**src/rtl/loader_pkg.sv**
```systemverilog
// rtl/loader_pkg.sv - shared state type and error codes for the UART program loader
package loader_pkg;

    typedef enum logic [1:0] {
        IDLE = 2'd0,
        LOAD = 2'd1,
        DONE = 2'd2,
        ERR  = 2'd3
    } loader_state_t;

    localparam logic [1:0] ERR_NONE = 2'd0;
    localparam logic [1:0] ERR_OVF  = 2'd1;
    localparam logic [1:0] ERR_TMO  = 2'd2;

endpackage

```
**src/rtl/loader_word_packer.sv**
```systemverilog
// rtl/loader_word_packer.sv - packs a byte stream into words of WORD_BYTES bytes
module loader_word_packer #(
    parameter int WORD_BYTES = 4,
    parameter bit BIG_ENDIAN = 1'b1
) (
    input  logic                    i_clk,
    input  logic                    i_rst,
    input  logic [7:0]              i_byte,
    input  logic                    i_strobe,
    input  logic                    i_clear,
    output logic [8*WORD_BYTES-1:0] o_word,
    output logic                    o_word_valid,
    output logic                    o_mid_word
);

    localparam int W     = 8 * WORD_BYTES;
    localparam int IDX_W = (WORD_BYTES > 1) ? $clog2(WORD_BYTES) : 1;
    localparam logic [IDX_W-1:0] LAST_IDX = IDX_W'(WORD_BYTES - 1);

    logic [W-1:0]     r_word;
    logic [IDX_W-1:0] r_idx;
    logic [W-1:0]     w_word;
    logic             w_last;

    // The completing byte is merged combinationally so the full word is usable in its strobe cycle.
    always_comb begin
        w_word = r_word;
        for (int k = 0; k < WORD_BYTES; k++) begin
            if (i_strobe && (r_idx == IDX_W'(k))) begin
                if (BIG_ENDIAN) begin
                    w_word[W-1-8*k -: 8] = i_byte;
                end else begin
                    w_word[8*k +: 8] = i_byte;
                end
            end
        end
    end

    assign w_last       = i_strobe && (r_idx == LAST_IDX);
    assign o_word       = w_word;
    assign o_word_valid = w_last;
    assign o_mid_word   = (r_idx != '0);

    always_ff @(posedge i_clk or posedge i_rst) begin
        if (i_rst) begin
            r_word <= '0;
            r_idx  <= '0;
        end else if (i_clear) begin
            r_word <= '0;
            r_idx  <= '0;
        end else if (i_strobe) begin
            r_word <= w_word;
            r_idx  <= w_last ? '0 : r_idx + 1'b1;
        end
    end

endmodule

```
**src/rtl/uart_program_loader.sv**
```systemverilog
// rtl/uart_program_loader.sv - boot loader writing received words to instruction memory
module uart_program_loader
    import loader_pkg::*;
#(
    parameter int WORD_BYTES  = 4,
    parameter int ADDR_W      = 10,
    parameter bit BIG_ENDIAN  = 1'b1,
    parameter int TIMEOUT_CYC = 0
) (
    input  logic                    i_clk,
    input  logic                    i_rst,
    input  logic                    i_start,
    input  logic [7:0]              i_rx_data,
    input  logic                    i_rx_valid,
    output logic                    o_mem_we,
    output logic [ADDR_W-1:0]       o_mem_addr,
    output logic [8*WORD_BYTES-1:0] o_mem_wdata,
    output logic                    o_busy,
    output logic                    o_done,
    output logic                    o_error,
    output logic [1:0]              o_err_code,
    output logic [ADDR_W:0]         o_entry_pc,
    output logic [ADDR_W:0]         o_word_count
);

    localparam int W = 8 * WORD_BYTES;
    localparam logic [W-1:0]    TERMINATOR = '1;
    localparam logic [ADDR_W:0] LAST_INDEX = {1'b0, {ADDR_W{1'b1}}};
    localparam logic [31:0]     GAP_LIMIT  = (TIMEOUT_CYC > 0) ? 32'(TIMEOUT_CYC - 1) : 32'd0;

    loader_state_t     r_state;
    logic              r_busy;
    logic              r_done;
    logic              r_error;
    logic [1:0]        r_err_code;
    logic [ADDR_W:0]   r_entry_pc;
    logic [ADDR_W:0]   r_word_count;
    logic              r_mem_we;
    logic [ADDR_W-1:0] r_mem_addr;
    logic [W-1:0]      r_mem_wdata;
    logic [31:0]       r_gap;

    logic              w_strobe;
    logic              w_clear;
    logic [W-1:0]      w_word;
    logic              w_word_valid;
    logic              w_mid_word;
    logic              w_timeout;

    assign w_strobe  = (r_state == LOAD) && i_rx_valid;
    assign w_clear   = (r_state != LOAD);
    // A byte arriving in the limit cycle wins over the timeout.
    assign w_timeout = (TIMEOUT_CYC > 0) && (r_state == LOAD) && w_mid_word
                       && !i_rx_valid && (r_gap == GAP_LIMIT);

    loader_word_packer #(
        .WORD_BYTES (WORD_BYTES),
        .BIG_ENDIAN (BIG_ENDIAN)
    ) u_packer (
        .i_clk        (i_clk),
        .i_rst        (i_rst),
        .i_byte       (i_rx_data),
        .i_strobe     (w_strobe),
        .i_clear      (w_clear),
        .o_word       (w_word),
        .o_word_valid (w_word_valid),
        .o_mid_word   (w_mid_word)
    );

    always_ff @(posedge i_clk or posedge i_rst) begin
        if (i_rst) begin
            r_state      <= IDLE;
            r_busy       <= 1'b0;
            r_done       <= 1'b0;
            r_error      <= 1'b0;
            r_err_code   <= ERR_NONE;
            r_entry_pc   <= '0;
            r_word_count <= '0;
            r_mem_we     <= 1'b0;
            r_mem_addr   <= '0;
            r_mem_wdata  <= '0;
            r_gap        <= '0;
        end else begin
            r_mem_we <= 1'b0;
            case (r_state)
                IDLE, DONE, ERR: begin
                    if (i_start) begin
                        r_state      <= LOAD;
                        r_busy       <= 1'b1;
                        r_done       <= 1'b0;
                        r_error      <= 1'b0;
                        r_err_code   <= ERR_NONE;
                        r_entry_pc   <= '0;
                        r_word_count <= '0;
                        r_gap        <= '0;
                    end
                end
                LOAD: begin
                    if (w_strobe) begin
                        r_gap <= '0;
                    end else if (w_mid_word) begin
                        r_gap <= r_gap + 32'd1;
                    end
                    if (w_word_valid) begin
                        r_mem_we     <= 1'b1;
                        r_mem_addr   <= r_word_count[ADDR_W-1:0];
                        r_mem_wdata  <= w_word;
                        r_word_count <= r_word_count + 1'b1;
                        if (w_word == TERMINATOR) begin
                            r_entry_pc <= r_word_count + 1'b1;
                            r_state    <= DONE;
                            r_busy     <= 1'b0;
                            r_done     <= 1'b1;
                        end else if (r_word_count == LAST_INDEX) begin
                            r_state    <= ERR;
                            r_busy     <= 1'b0;
                            r_error    <= 1'b1;
                            r_err_code <= ERR_OVF;
                        end
                    end else if (w_timeout) begin
                        r_state    <= ERR;
                        r_busy     <= 1'b0;
                        r_error    <= 1'b1;
                        r_err_code <= ERR_TMO;
                    end
                end
                default: r_state <= IDLE;
            endcase
        end
    end

    assign o_mem_we     = r_mem_we;
    assign o_mem_addr   = r_mem_addr;
    assign o_mem_wdata  = r_mem_wdata;
    assign o_busy       = r_busy;
    assign o_done       = r_done;
    assign o_error      = r_error;
    assign o_err_code   = r_err_code;
    assign o_entry_pc   = r_entry_pc;
    assign o_word_count = r_word_count;

endmodule

```
**config.mk**
```make
export PLATFORM = sky130hd
export DESIGN_NAME = uart_program_loader
export DESIGN_NICKNAME = d
export VERILOG_FILES = /design/src/rtl/loader_pkg.sv /design/src/rtl/loader_word_packer.sv /design/src/rtl/uart_program_loader.sv
export SDC_FILE = /design/constraint.sdc
export NUM_CORES = 1
export LEC_CHECK = 0
export ABC_AREA = 1
export BUFFER_PORTS_ARGS = -buffer_cell sky130_fd_sc_hd__buf_2
export CAP_MARGIN = 20
export CORE_MARGIN = 1.5
export CORE_UTILIZATION = 56
export CTS_CLUSTER_SIZE = 10
export DETAILED_ROUTE_END_ITERATION = 12
export GPL_ROUTABILITY_DRIVEN = 0
export GPL_TIMING_DRIVEN = 1
export MAX_ROUTING_LAYER = met4
export PLACE_DENSITY = 0.8
export SLEW_MARGIN = 0
export SYNTH_ARGS = -nofsm -noshare
export SYNTH_HDL_FRONTEND = slang
export SYNTH_SLANG_ARGS = --single-unit
```
**constraint.sdc**
```tcl
create_clock -name i_clk -period 4.3 [get_ports i_clk]
set_clock_uncertainty 0.15 [all_clocks]
set_input_delay 0.43 -clock i_clk [delete_from_list [all_inputs] [get_ports i_clk]]
set_output_delay 0.43 -clock i_clk [all_outputs]
set_load 0.02 [all_outputs]
```
==> impl_summary.log <==
[metrics] Syn Inst Count: around 550
[metrics] gr usage total: about 25%
[metrics] most frequent cells in the layout: nand2_1 (144), dfrtp_1 (104), inv_1 (80), buf_2 (80), o21ai_0 (66)
[metrics] post-synthesis simple-gate area fraction: roughly 24%
[metrics] Seq/Total Area, Yosys: between 50% and 60%
[metrics] final setup TNS: 0 ps
[metrics] kind of start point of the critical path: flop
[metrics] overall die width: ~94 um
[metrics] count of distinct cell types in the synthesized netlist: 29
[metrics] number of buffers inserted during clock tree synthesis: 9
[metrics] path category of the worst min-delay check: input port to asynchronous set/reset pin
[metrics] number of maximum-capacitance violations: 0
[metrics] post-synthesis mux area share: 0%
[metrics] number of setup violations in the final report: 0
[metrics] area of the die: between 0.008 and 0.009 mm^2
[metrics] Port Buffers: 80
[metrics] CTS tree: yes
[metrics] core box area: 0.00813 mm^2
[metrics] Clock Pin Slew Worst Setup and Hold Paths: 100 ps
[metrics] Worst Reg2Reg Path Length in Cells: 10
[metrics] areal power density over the cells: 438 mW/mm^2
[metrics] share of total power consumed by net switching: a little over a third
[metrics] Total Power: 2.30 mW
[metrics] total of warnings raised by yosys: 0
[metrics] number of buffers inserted to repair setup after CTS: 0
[metrics] worst slack after detailed placement: 1330 ps
[metrics] highest attainable clock frequency: 333 MHz
[metrics] relative area change from synthesis to final layout: 13.0%
[metrics] final setup slack of the worst path: ~1300 ps
[metrics] nature of the critical path endpoint: flop
[metrics] cell internal power dissipation: between 1 and 1.5 mW
[metrics] first-pass iteration count of the detailed router: 5
[metrics] Post-Synthesis Cell Area: about 0.0046 mm^2
[metrics] launching instance or port of the critical path: r_state[1]
[metrics] number of antenna violations at the first check in global routing: 0
[metrics] clock sink total: ~100
[metrics] remaining antenna violation count: 0
[metrics] Max Transition Viols Final: 0
[metrics] count of cells resized by post-cts repair: 0
[metrics] Syn Nets: 570
[metrics] synthesized-area fraction occupied by adder cells: 1.35%
[metrics] number of vias after detailed routing: about 3.8k
[metrics] Mapped Avg Cell Area: around 8.4 um^2
[metrics] critical path class: flop to flop
[metrics] combinational family with the most area after synthesis: simple AND/OR/NAND/NOR gates
[metrics] DR top layer: met4
[metrics] worst setup path endpoint: o_entry_pc[3]
[metrics] setup slack on the worst flop-to-flop path: ~1300 ps
[metrics] standby leakage power: approximately 2.9 nW
[metrics] std cell rows: 33
[metrics] arrival time of the worst setup path: ~3100 ps
[metrics] number of filler cells placed in the layout: between 600 and 700
[metrics] unrepaired setup endpoints after global routing: false
[metrics] Met2 Wirelength: between 5000 and 6000 um
[metrics] final layout net count: 640
[metrics] DRC marker count from the first detailed-route iteration: around 220
[metrics] critical register-to-register path startpoint: r_state[1]
[metrics] wire length of the first global-routing pass: between 15,000 and 20,000 um
[metrics] period utilization: a little over two thirds
[metrics] compound-gate portion of the synthesized area: about 8.5%
[metrics] net switching power: ~0.84 mW
[metrics] required time worst endpoint: approximately 4400 ps
[metrics] relative contribution of sequential cells to total power: 49.5%
[metrics] initial core utilization: around 57%
[metrics] final critical path time including I/O delays and setup: 3000 ps
[metrics] largest net degree at the start of global routing: 79
[metrics] Gate power share: 25.8%
[metrics] number of storage elements in the synthesis netlist: ~100
[metrics] count of inserted antenna diode cells: 0
[metrics] share of post-route cells with drive strength above 1: 17.7%
[metrics] final hold violation count: 0
[metrics] maximum ir drop on the vdd rail: approximately 0.25 mV
[metrics] xor/xnor share of the synthesized area: 0.566%
[metrics] final instance count without filler cells: about 730
[metrics] H-tree lvl count: 3
[metrics] wl on met1: 4500 um
[metrics] clock root cell: clkbuf_8
[metrics] routed length per instance: roughly 14 um
[metrics] GRT overflow: 0
[metrics] via count of the first global-routing pass: about 3.5k
[metrics] outcome: complete, no violations
[metrics] headroom to the max-slew limit: a little under 40%
[metrics] proportion of power drawn by the clock network: roughly a quarter
[metrics] Final HPWL DP: 7270 um
[metrics] die boundary height: roughly 94 um
[metrics] DRC Markers: 0
[metrics] vias per std cell: roughly 5.2
[metrics] Total Wirelength: between 10,000 and 15,000 um
[metrics] slew at the pin with the worst max-slew slack: between 900 and 1000 ps
[metrics] Placed Cells incl. Taps: 717
[metrics] # IOs: 82
[metrics] later-pin clock latency in the skew report: approximately 370 ps
[metrics] most frequent standard cell in the layout excluding fill and tap cells: nand2_1
[metrics] Crit Path Max Fanout: 36
[metrics] hold buffer count at CTS: 0
[metrics] met3 wire len: 557 um
[metrics] largest buffer count on any clock path: 2
[metrics] terminus of the critical flop-to-flop path: o_entry_pc[3]
[Yosys cell counts]
cell / n / share of area [%]
nand2_2: 2 / 0.27
buf_2: 3 / 0.32
nand3_1: 37 / 4.0
dfrtp_1: 104 / 56
ha_1: 5 / 1.3
inv_1: 81 / 6.5
o21ai_1: 7 / 0.75
nor3_1: 1 / 0.11
nand2_1: 144 / 12
conb_1: 1 / 0.081
nand4_1: 12 / 1.6
clkbuf_1: 14 / 1.1
nor2_2: 2 / 0.27
o21bai_1: 1 / 0.16
a21oi_1: 1 / 0.11
nand4_2: 2 / 0.54
nor2_1: 51 / 4.1
nand2_4: 1 / 0.24
xor2_1: 3 / 0.57
and2_1: 2 / 0.27
nand3_2: 1 / 0.22
buf_6: 3 / 0.73
o21a_1: 1 / 0.16
o21ai_0: 66 / 7.1
nor2_4: 2 / 0.49
inv_2: 1 / 0.081
nand3_4: 1 / 0.38
a21oi_2: 1 / 0.19
buf_4: 3 / 0.49
[metrics by stage]
step                util (%)  hold WS [ps]  area (um^2)
floorplan                  -           393         4640
global placement        62.3           311         5070
detailed placement      62.3           318         5070
CTS                     64.5           149         5250
global route            64.5           200         5250
finish                  64.5           111         5250
[cell families (layout without fill, tap and decap cells)]
| family | count (synthesis) | in the layout |
|---|---|---|
| compound gates | 77 | 77 |
| xor+xnor | 3 | 3 |
| fa+ha+maj | 5 | 5 |
| buf+inv | 105 | 180 |
| flops | 104 | 104 |
| other cells | 1 | 1 |
| simple gates | 258 | 258 |
[routing by layer]
layer  vias to the layer above  GRT usage [%]
met5                         -              -
met4                         0           7.71
li1                       1869              -
met3                        15           4.29
met2                       102           42.5
met1                      1821           32.1
[cell type report]
cell class,instances,area [um^2],area share [%]
Clock buffer,11,141,2.69
Clock inverter,5,38.8,0.739
Inverter,82,310,5.91
Multi-Input combinational cell,344,1610,30.6
Sequential cell,104,2600,49.6
Tap cell,105,131,2.50
Timing Repair Buffer,82,415,7.92
[critical path, stage by stage (launching register included)]
cell,delay [ps]
dfrtp_1,430
inv_1,160
nand2_2,460
nand2_2,510
inv_1,150
nor2_1,290
inv_2,200
nand3_4,250
nand2_4,120
nand3_1,100
nand2_1,60
[sequential cells by signal (all words and copies together), names as in the netlist]
name and cells:
o_mem_wdata 32, u_packer.r_word 32, o_entry_pc 11, o_word_count 11
o_mem_addr 10, r_state 2, u_packer.r_idx 2, o_busy 1
o_done 1, o_err_code 1, o_mem_we 1
[power by group through the flow]
stage | clock (mW) | combinational [mW] | sequential, mW
after floorplan | 0 | 0.379 | 1.22
after CTS | 0.577 | 0.595 | 1.14
after global placement | 0 | 0.572 | 1.15
after global routing | 0.609 | 0.666 | 1.15
after detailed placement | 0 | 0.592 | 1.15
final | 0.567 | 0.593 | 1.14
[worst min-delay path by stage]
| stage | from | end | slack (ps) | depth (start not counted) |
|---|---|---|---|---|
| floorplan | u_packer.r_word[0] | u_packer.r_word[0] | 390 | 4 |
| detailed placement | o_mem_addr[5] | o_mem_addr[5] | 320 | 2 |
| finish | i_rst | o_mem_addr[2] | 110 | 2 |
| global route | i_rst | o_mem_addr[4] | 200 | 2 |
| global placement | o_mem_addr[8] | o_mem_addr[8] | 310 | 2 |
| CTS | i_rst | o_mem_addr[2] | 150 | 2 |
(Power assumes the default switching activity.)
